## src/rtl/instr_fetch_unit.sv

```systemverilog
// -----------------------------------------------------------------------------
// instr_fetch_unit
//
// Purpose:
//   Sequential instruction fetcher. A registered fetch PC addresses a
//   combinational instruction memory. Each fetched {pc, instruction} pair is
//   captured into a 2-entry FIFO that drains through a valid/ready port.
//   A redirect flushes the FIFO and restarts fetch at a new target.
//
// Configuration:
//   IFU_MISALIGN_CHK_EN - when defined, a redirect to a target that is not
//                         word aligned flushes the queue, raises the sticky
//                         misalign flag and parks the unit in HALT until
//                         reset. When undefined, the target's low two bits
//                         are cleared and the misalign port does not exist.
//
// Parameters:
//   WIDTH    - address / instruction width in bits
//   RESET_PC - byte address of the first fetch after reset
//
// Ports:
//   clk            in   clock, rising edge
//   rst_n          in   asynchronous active-low reset
//   imem_addr      out  fetch address (straight from the fetch PC register)
//   imem_data      in   instruction word for imem_addr
//   redirect_valid in   restart fetch at redirect_pc
//   redirect_pc    in   new fetch target
//   out_valid      out  queue head is valid
//   out_ready      in   consumer accepts the queue head
//   out_instr      out  instruction at the queue head (0 when empty)
//   out_pc         out  byte address of out_instr (0 when empty)
//   misalign       out  sticky misaligned-target flag (IFU_MISALIGN_CHK_EN)
// -----------------------------------------------------------------------------
module instr_fetch_unit #(
   parameter int               WIDTH    = 32,
   parameter logic [WIDTH-1:0] RESET_PC = '0
) (
   input  logic             clk,
   input  logic             rst_n,
   output logic [WIDTH-1:0] imem_addr,
   input  logic [WIDTH-1:0] imem_data,
   input  logic             redirect_valid,
   input  logic [WIDTH-1:0] redirect_pc,
   output logic             out_valid,
   input  logic             out_ready,
   output logic [WIDTH-1:0] out_instr,
`ifdef IFU_MISALIGN_CHK_EN
   output logic             misalign,
`endif
   output logic [WIDTH-1:0] out_pc
);

`ifdef IFU_MISALIGN_CHK_EN
   typedef enum logic [1:0] {ST_BOOT = 2'd0, ST_RUN = 2'd1, ST_HALT = 2'd2} state_e;
`else
   typedef enum logic {ST_BOOT = 1'b0, ST_RUN = 1'b1} state_e;
`endif

   state_e           state_q, state_d;
   logic [WIDTH-1:0] fetch_pc_q, fetch_pc_d;
   logic [1:0]       count_q, count_d;
   logic             wr_ptr_q, wr_ptr_d;
   logic             rd_ptr_q, rd_ptr_d;
   logic [WIDTH-1:0] fifo_pc_q [2];
   logic [WIDTH-1:0] fifo_pc_d [2];
   logic [WIDTH-1:0] fifo_instr_q [2];
   logic [WIDTH-1:0] fifo_instr_d [2];
`ifdef IFU_MISALIGN_CHK_EN
   logic             misalign_q, misalign_d;
`endif

   logic             pop;
   logic             push;
   logic             redirect_take;
   logic             bad_target;

   always_comb begin
      state_d         = state_q;
      fetch_pc_d      = fetch_pc_q;
      count_d         = count_q;
      wr_ptr_d        = wr_ptr_q;
      rd_ptr_d        = rd_ptr_q;
      fifo_pc_d       = fifo_pc_q;
      fifo_instr_d    = fifo_instr_q;
`ifdef IFU_MISALIGN_CHK_EN
      misalign_d      = misalign_q;
      // Once halted, redirects are ignored until reset.
      redirect_take   = redirect_valid && (state_q != ST_HALT);
      bad_target      = (redirect_pc[1:0] != 2'b00);
`else
      redirect_take   = redirect_valid;
      bad_target      = 1'b0;
`endif

      pop  = (count_q != 2'd0) && out_ready;
      // A full queue still accepts a new entry when the head leaves this cycle.
      push = (state_q == ST_RUN) && !redirect_valid && ((count_q < 2'd2) || pop);

      if (state_q == ST_BOOT) begin
         state_d = ST_RUN;
      end

      if (redirect_take) begin
         // Flush wins over any concurrent pop; pointers restart at 0.
         count_d  = 2'd0;
         wr_ptr_d = 1'b0;
         rd_ptr_d = 1'b0;
`ifdef IFU_MISALIGN_CHK_EN
         if (bad_target) begin
            misalign_d = 1'b1;
            state_d    = ST_HALT;
         end else begin
            fetch_pc_d = redirect_pc & ~WIDTH'(3);
         end
`else
         fetch_pc_d = redirect_pc & ~WIDTH'(3);
`endif
      end else begin
         if (push) begin
            fifo_pc_d[wr_ptr_q]    = fetch_pc_q;
            fifo_instr_d[wr_ptr_q] = imem_data;
            wr_ptr_d               = ~wr_ptr_q;
            fetch_pc_d             = fetch_pc_q + WIDTH'(4);
         end
         if (pop) begin
            rd_ptr_d = ~rd_ptr_q;
         end
         count_d = count_q + 2'(push) - 2'(pop);
      end
   end

   always_ff @(posedge clk or negedge rst_n) begin
      if (!rst_n) begin
         state_q    <= ST_BOOT;
         fetch_pc_q <= RESET_PC;
         count_q    <= 2'd0;
         wr_ptr_q   <= 1'b0;
         rd_ptr_q   <= 1'b0;
`ifdef IFU_MISALIGN_CHK_EN
         misalign_q <= 1'b0;
`endif
      end else begin
         state_q    <= state_d;
         fetch_pc_q <= fetch_pc_d;
         count_q    <= count_d;
         wr_ptr_q   <= wr_ptr_d;
         rd_ptr_q   <= rd_ptr_d;
`ifdef IFU_MISALIGN_CHK_EN
         misalign_q <= misalign_d;
`endif
      end
   end

   // Queue payload is not reset; the output mux hides it while empty.
   always_ff @(posedge clk) begin
      fifo_pc_q    <= fifo_pc_d;
      fifo_instr_q <= fifo_instr_d;
   end

   assign imem_addr = fetch_pc_q;
   assign out_valid = (count_q != 2'd0);
   assign out_instr = out_valid ? fifo_instr_q[rd_ptr_q] : '0;
   assign out_pc    = out_valid ? fifo_pc_q[rd_ptr_q]    : '0;
`ifdef IFU_MISALIGN_CHK_EN
   assign misalign  = misalign_q;
`endif

   logic unused_bad_target;
   assign unused_bad_target = bad_target;

endmodule
```

## config.mk

```make
export PLATFORM = sky130hd
export DESIGN_NAME = instr_fetch_unit
export DESIGN_NICKNAME = d
export VERILOG_FILES = /design/src/rtl/instr_fetch_unit.sv
export SDC_FILE = /design/constraint.sdc
export NUM_CORES = 1
export LEC_CHECK = 0
export CAP_MARGIN = 20
export CORE_AREA = 8 8 133 135
export DETAILED_ROUTE_END_ITERATION = 6
export DIE_AREA = 0 0 141 143
export GPL_ROUTABILITY_DRIVEN = 0
export GPL_TIMING_DRIVEN = 0
export PLACE_DENSITY = 0.71
export SLEW_MARGIN = 20
export SYNTH_ARGS = -nofsm -noshare
export SYNTH_HDL_FRONTEND = slang
export SYNTH_SLANG_ARGS = --single-unit
```

## constraint.sdc

```tcl
create_clock -name clk -period 4 [get_ports clk]
set_clock_uncertainty 0.1 [all_clocks]
set_input_delay 1.2 -clock clk [delete_from_list [all_inputs] [get_ports clk]]
set_output_delay 1.2 -clock clk [all_outputs]
set_load 0.01 [all_outputs]
```

# ---- Word level (Yosys, flattened, before mapping)
# Cells that the tools add are included.
dict set report op_classes {
  order_cmp 4
  reduce_logical 10
  addsub 3
  bitwise 5
  mux 19
}
# op n
set op_table {}
lappend op_table {{two-way mux 32 bit} 11}
lappend op_table {{bitwise mux 64 bit} 2}
lappend op_table {{adder 32 x 3 -> 32 bit (second input constant)} 1}
lappend op_table {{demux 32 bit (select 1 bit)} 1}
lappend op_table {{nonzero test 2 bit} 3}
lappend op_table {{greater-or-equal comparator 2 bit (second input constant)} 2}
lappend op_table {{logical AND 1 bit} 4}
lappend op_table {{two-way mux 1 bit} 4}
lappend op_table {{inverter 1 -> 2 bit} 2}
lappend op_table {{inverter 1 bit} 3}
lappend op_table {{adder 2 x 1 -> 2 bit} 1}
lappend op_table {{less-than comparator 2 x 1 -> 1 bit (second input constant)} 1}
lappend op_table {{less-than comparator 2 bit (second input constant)} 1}
lappend op_table {{two-way mux 2 bit} 1}
lappend op_table {{AND reduction 2 bit} 1}
lappend op_table {{subtractor 2 x 1 -> 2 bit} 1}
lappend op_table {{logical NOT 1 bit} 1}
lappend op_table {{logical OR 1 bit} 1}
dict set report word_totals {
  ff_bits 165
  word_cells 50
  input_bits 68
  output_inout_bits 97
}

# ---- Logic depth before layout (Yosys ltp)
dict set report depth {
  ltp_word 7
  ltp_mapped 8
  ltp_nobuf 8
}

# ---- Worst setup path after synthesis
# Ideal clock, no wire load.
dict set report synth_timing {
  path_type {input-to-reg}
  from {input redirect_valid}
  to {register fifo_instr_q[0] (netlist name), enable pin}
  required_time_ps 3418
  t_arrival_ps 4205
  cell_stages 4
  setup_ps 482
  n_path_buf 1
  slack_ps -788
  path_cell_list {clkbuf_1 inv_1 nand3_1 nor2_1}
}
dict set report synth_via {
  elab_chain_cells 4
  elab_cells_between_ends 5
  classes_between {bitwise: 1; reduce/logical: 4}
}
# item line
set synth_rtl {}
lappend synth_rtl {{start, declared} 42} ;# input logic redirect_valid,
lappend synth_rtl {{logical NOT 1 bit} 97} ;# push = (state_q == ST_RUN) && !redirect_valid && ((count_q < 2'd2) || pop);
lappend synth_rtl {{logical AND 1 bit (2 in series)} 97}
lappend synth_rtl {{AND reduction 2 bit (no source line) (*)} n/a}
lappend synth_rtl {{end signal, assigned} 157} ;# fifo_instr_q <= fifo_instr_d;
lappend synth_rtl {{end, declared} 66} ;# logic [WIDTH-1:0] fifo_instr_q [2];
# Mark *: on every way between the ends. The rest lies on a longest branch, timed or not.
# A chain may end at the register's enable or synchronous reset.

# ---- Worst setup path in the final report
dict set report layout_timing {
  from {register count_q[1]}
  to {output out_pc[16]}
}
dict set report layout_via {
  elab_chain_cells 2
}
# item line
set layout_rtl {}
lappend layout_rtl {{start, declared} 61} ;# logic [1:0] count_q, count_d;
lappend layout_rtl {{start signal, assigned} 145} ;# count_q <= count_d;
lappend layout_rtl {{nonzero test 2 bit} 161} ;# assign out_valid = (count_q != 2'd0);
lappend layout_rtl {{two-way mux 32 bit} 163} ;# assign out_pc = out_valid ? fifo_pc_q[rd_ptr_q] : '0;
lappend layout_rtl {{end, declared} 50} ;# output logic [WIDTH-1:0] out_pc
# No other way between the ends.

==> metrics.cfg <==
[status]
status = complete, no violations

[critical_path]
cp-start-kind = register
cp.depth = 4
critical_path.reg2reg.endpoint = imem_addr[12]
critPathMaxStageDelay_ps = 540
reg2reg_depth = 7
startpoint = count_q[1]
endpoint = out_pc[16]
worstSetupPathType = reg2out
crit_buf_inv = 2
crit_family = buffers and inverters
critical-path-slowest-cell = clkbuf_1
arrival_ps = 2450
cp_max_fo = 10
cp_cell_sequence = nor2_2 > clkbuf_1 > nor2_1 > clkdlybuf4s50_1
required_ps = 2700
endpoint_kind = output port
ff2ff_setup_slack_ps = 1550
r2r_start = imem_addr[2]

[global_routing]
first_global_vias = 5151
track_usage_pct = 17.78
grt_remaining_overflow = 0
grt_pass1_wl_um = 27700
grt_max_degree = 25
antenna_found_initial = 0

[drt]
wl_per_cell_um = 18.61
wl_um = 17530
drt_iter0_drc = 361
viasPerCell = 5.203
ant_nets = 0
drtPass1Iterations = 5
vias = 4901
drc = 0

[cells_and_area]
insertedDiodeCount = 0
syn2layout_area_growth_pct = 38.72
num-fill-cells = 1239
nets = 784
utilization_pct = 60.98
drive_above_1_share_pct = 7.851

[synthesis]
syn_inst = 527
synthArstFlopShare_pct = 22.01
synth-edff-count = 124
yosys_warnings = 0
synth_flop_cell = edfxtp_1
ys_seq_elements = 159
synth_area_um2 = 6857
yosysSeqAreaShare_pct = 67.08
synth_cell_types = 44
avgSynthCellArea_um2 = 13.01

[die]
rows = 46
ios = 165
core_um2 = 15600
die_h_um = 143
fp.dieW_um = 141
dieArea_um2 = 20160
initial_core_util_pct = 43.96

[timing]
slew_headroom_pct = 32.59
final.min_clock_period_ps = 3750
rsz0062_at_grt = no
hold_viol_final = 0
tightest_slew_ps = 1003
drv_slew = 0
hold_slack_ps = 444.1
finalSetupViolations = 0
period_share_pct = 93.74
fmax_ghz = 0.2667

[flow_run]
maxCapViolCount = 0

[clock_tree]
postCtsSetupBuffers = 0
cts.sinks = 159
clk_latency_ps = 420
cts_made_buffers = 17
clkTransAtPathRegs_ps = 60
htree_num_levels = 4
tritoncts = built
clockBufferDepth = 2
cts-root-buf = clkbuf_16

[place]
dpl.hpwl_um = 12750
numPortBuffers = 158

[pwr]
p_leak_nw = 3.303
p_per_area_nw_per_um2 = 595.0
peakVddDrop_uv = 362.7

[hold_path]
hp-class = reg2reg

## cells in the final DEF (no fill, tap or decap), types with 6 or more instances in the layout
master	n
clkbuf_16	17
clkdlybuf4s50_1	157
dfrtp_1	35
nand2_1	21
or4_1	10
xnor2_1	7
inv_1	13
and3_1	6
nand3_1	14
clkbuf_1	18
buf_16	6
o21ai_0	12
o31ai_1	12
nor4_1	7
mux2i_1	63
nand4_1	17
a31oi_1	15
nor2_1	89
edfxtp_1	124
## synthesized netlist by cell type (all sizes together), types with 2 or more instances
| library cell | instances | area [µm²] |
|---|---|---|
| a211o | 2 | 17.52 |
| a311o | 2 | 20.02 |
| a311oi | 2 | 17.52 |
| a31oi | 15 | 93.84 |
| and2 | 4 | 25.02 |
| and3 | 6 | 37.54 |
| and4 | 3 | 26.28 |
| buf | 8 | 53.80 |
| clkbuf | 22 | 82.58 |
| conb | 2 | 7.510 |
| dfrtp | 35 | 875.8 |
| edfxtp | 124 | 3724 |
| ha | 3 | 37.54 |
| inv | 13 | 48.80 |
| mux2i | 63 | 630.6 |
| nand2 | 21 | 78.83 |
| nand3 | 14 | 70.07 |
| nand4 | 17 | 106.4 |
| nor2 | 92 | 345.3 |
| nor2b | 6 | 45.04 |
| nor3 | 5 | 25.02 |
| nor4 | 7 | 43.79 |
| o21ai | 12 | 60.06 |
| o31ai | 12 | 90.09 |
| or3 | 5 | 31.28 |
| or4 | 10 | 75.07 |
| xnor2 | 7 | 61.31 |
| xor2 | 3 | 26.28 |
## state kept, by name, indices dropped and copies added (netlist names)
signal        count
fifo_instr_q     64
count_q           2
state_q           1
rd_ptr_q          1
wr_ptr_q          1
imem_addr        30
fifo_pc_q        60
## metal layers
layer / up-vias / track usage (%) / share of wire (%)
met1: 2357 / 20.77 / 41
met3: 19 / 5.543 / 7.1
li1: 2340 / - / -
met5: - / 0 / 0
met4: 0 / 6.505 / 1.4
met2: 185 / 30.30 / 50
## kinds of logic after synthesis
| logic type | Yosys count | share of synthesized area, % |
|---|---|---|
| muxes | 63 | 9.197 |
| AOI/OAI and AO/OA | 53 | 5.347 |
| buffers and inverters | 43 | 2.701 |
| and+or+nand+nor | 194 | 13.74 |
| xor gates and xnor gates | 10 | 1.277 |
| DFF | 159 | 67.08 |
| other | 2 | 0.1095 |
| adders and majority gates | 3 | 0.5475 |
## worst min path at each step
| stage | slack [ps] | from | cells after the start | end |
|---|---|---|---|---|
| 3_3_place_gp | 430 | imem_addr[31] | 0 | fifo_pc_q[63] |
| 6_report | 440 | imem_addr[31] | 0 | fifo_pc_q[31] |
| 3_5_place_dp | 430 | imem_addr[31] | 0 | fifo_pc_q[31] |
| 5_1_grt | 470 | imem_addr[31] | 0 | fifo_pc_q[31] |
| 2_1_floorplan | 440 | imem_addr[31] | 0 | fifo_pc_q[31] |
| 4_1_cts | 450 | imem_addr[31] | 0 | fifo_pc_q[31] |
## what timing repair did
action,4_1_cts,5_1_grt
gates resized for setup,4,5
hold buffers,0,0
endpoints found under the setup margin,29,26
## through the flow
step	setup TNS (ps)	cells	worst slack [ps]	cell area (µm²)	total power, mW
2_1_floorplan	-97650	530	-787.5	6868	2.986
3_3_place_gp	-374890	904	-3027	8720	3.998
3_5_place_dp	0	910	139.7	8895	4.055
4_1_cts	0	942	23.66	9508	5.724
5_1_grt	0	942	71.72	9512	5.934
6_report	0	942	250.3	9512	5.660
## area by class of cell
class	count	area [µm²]	share of cell area [%]
Multi-Input combinational cell	328	2101	22.09
Buffer	30	143.9	1.513
Clock inverter	15	181.4	1.907
Timing Repair Buffer	164	1742	18.31
Tap cell	216	270.3	2.841
Clock buffer	17	425.4	4.473
Inverter	13	48.80	0.5130
Sequential cell	159	4599	48.36
## power breakdown
part / internal [mW] / total [mW] / switching (mW)
registers: 1.94 / 2.05 / 0.101
logic: 0.984 / 1.95 / 0.967
clock network: 0.992 / 1.66 / 0.672
total: 3.92 / 5.66 / 1.74
No activity file was read; power rests on OpenSTA's default activity.
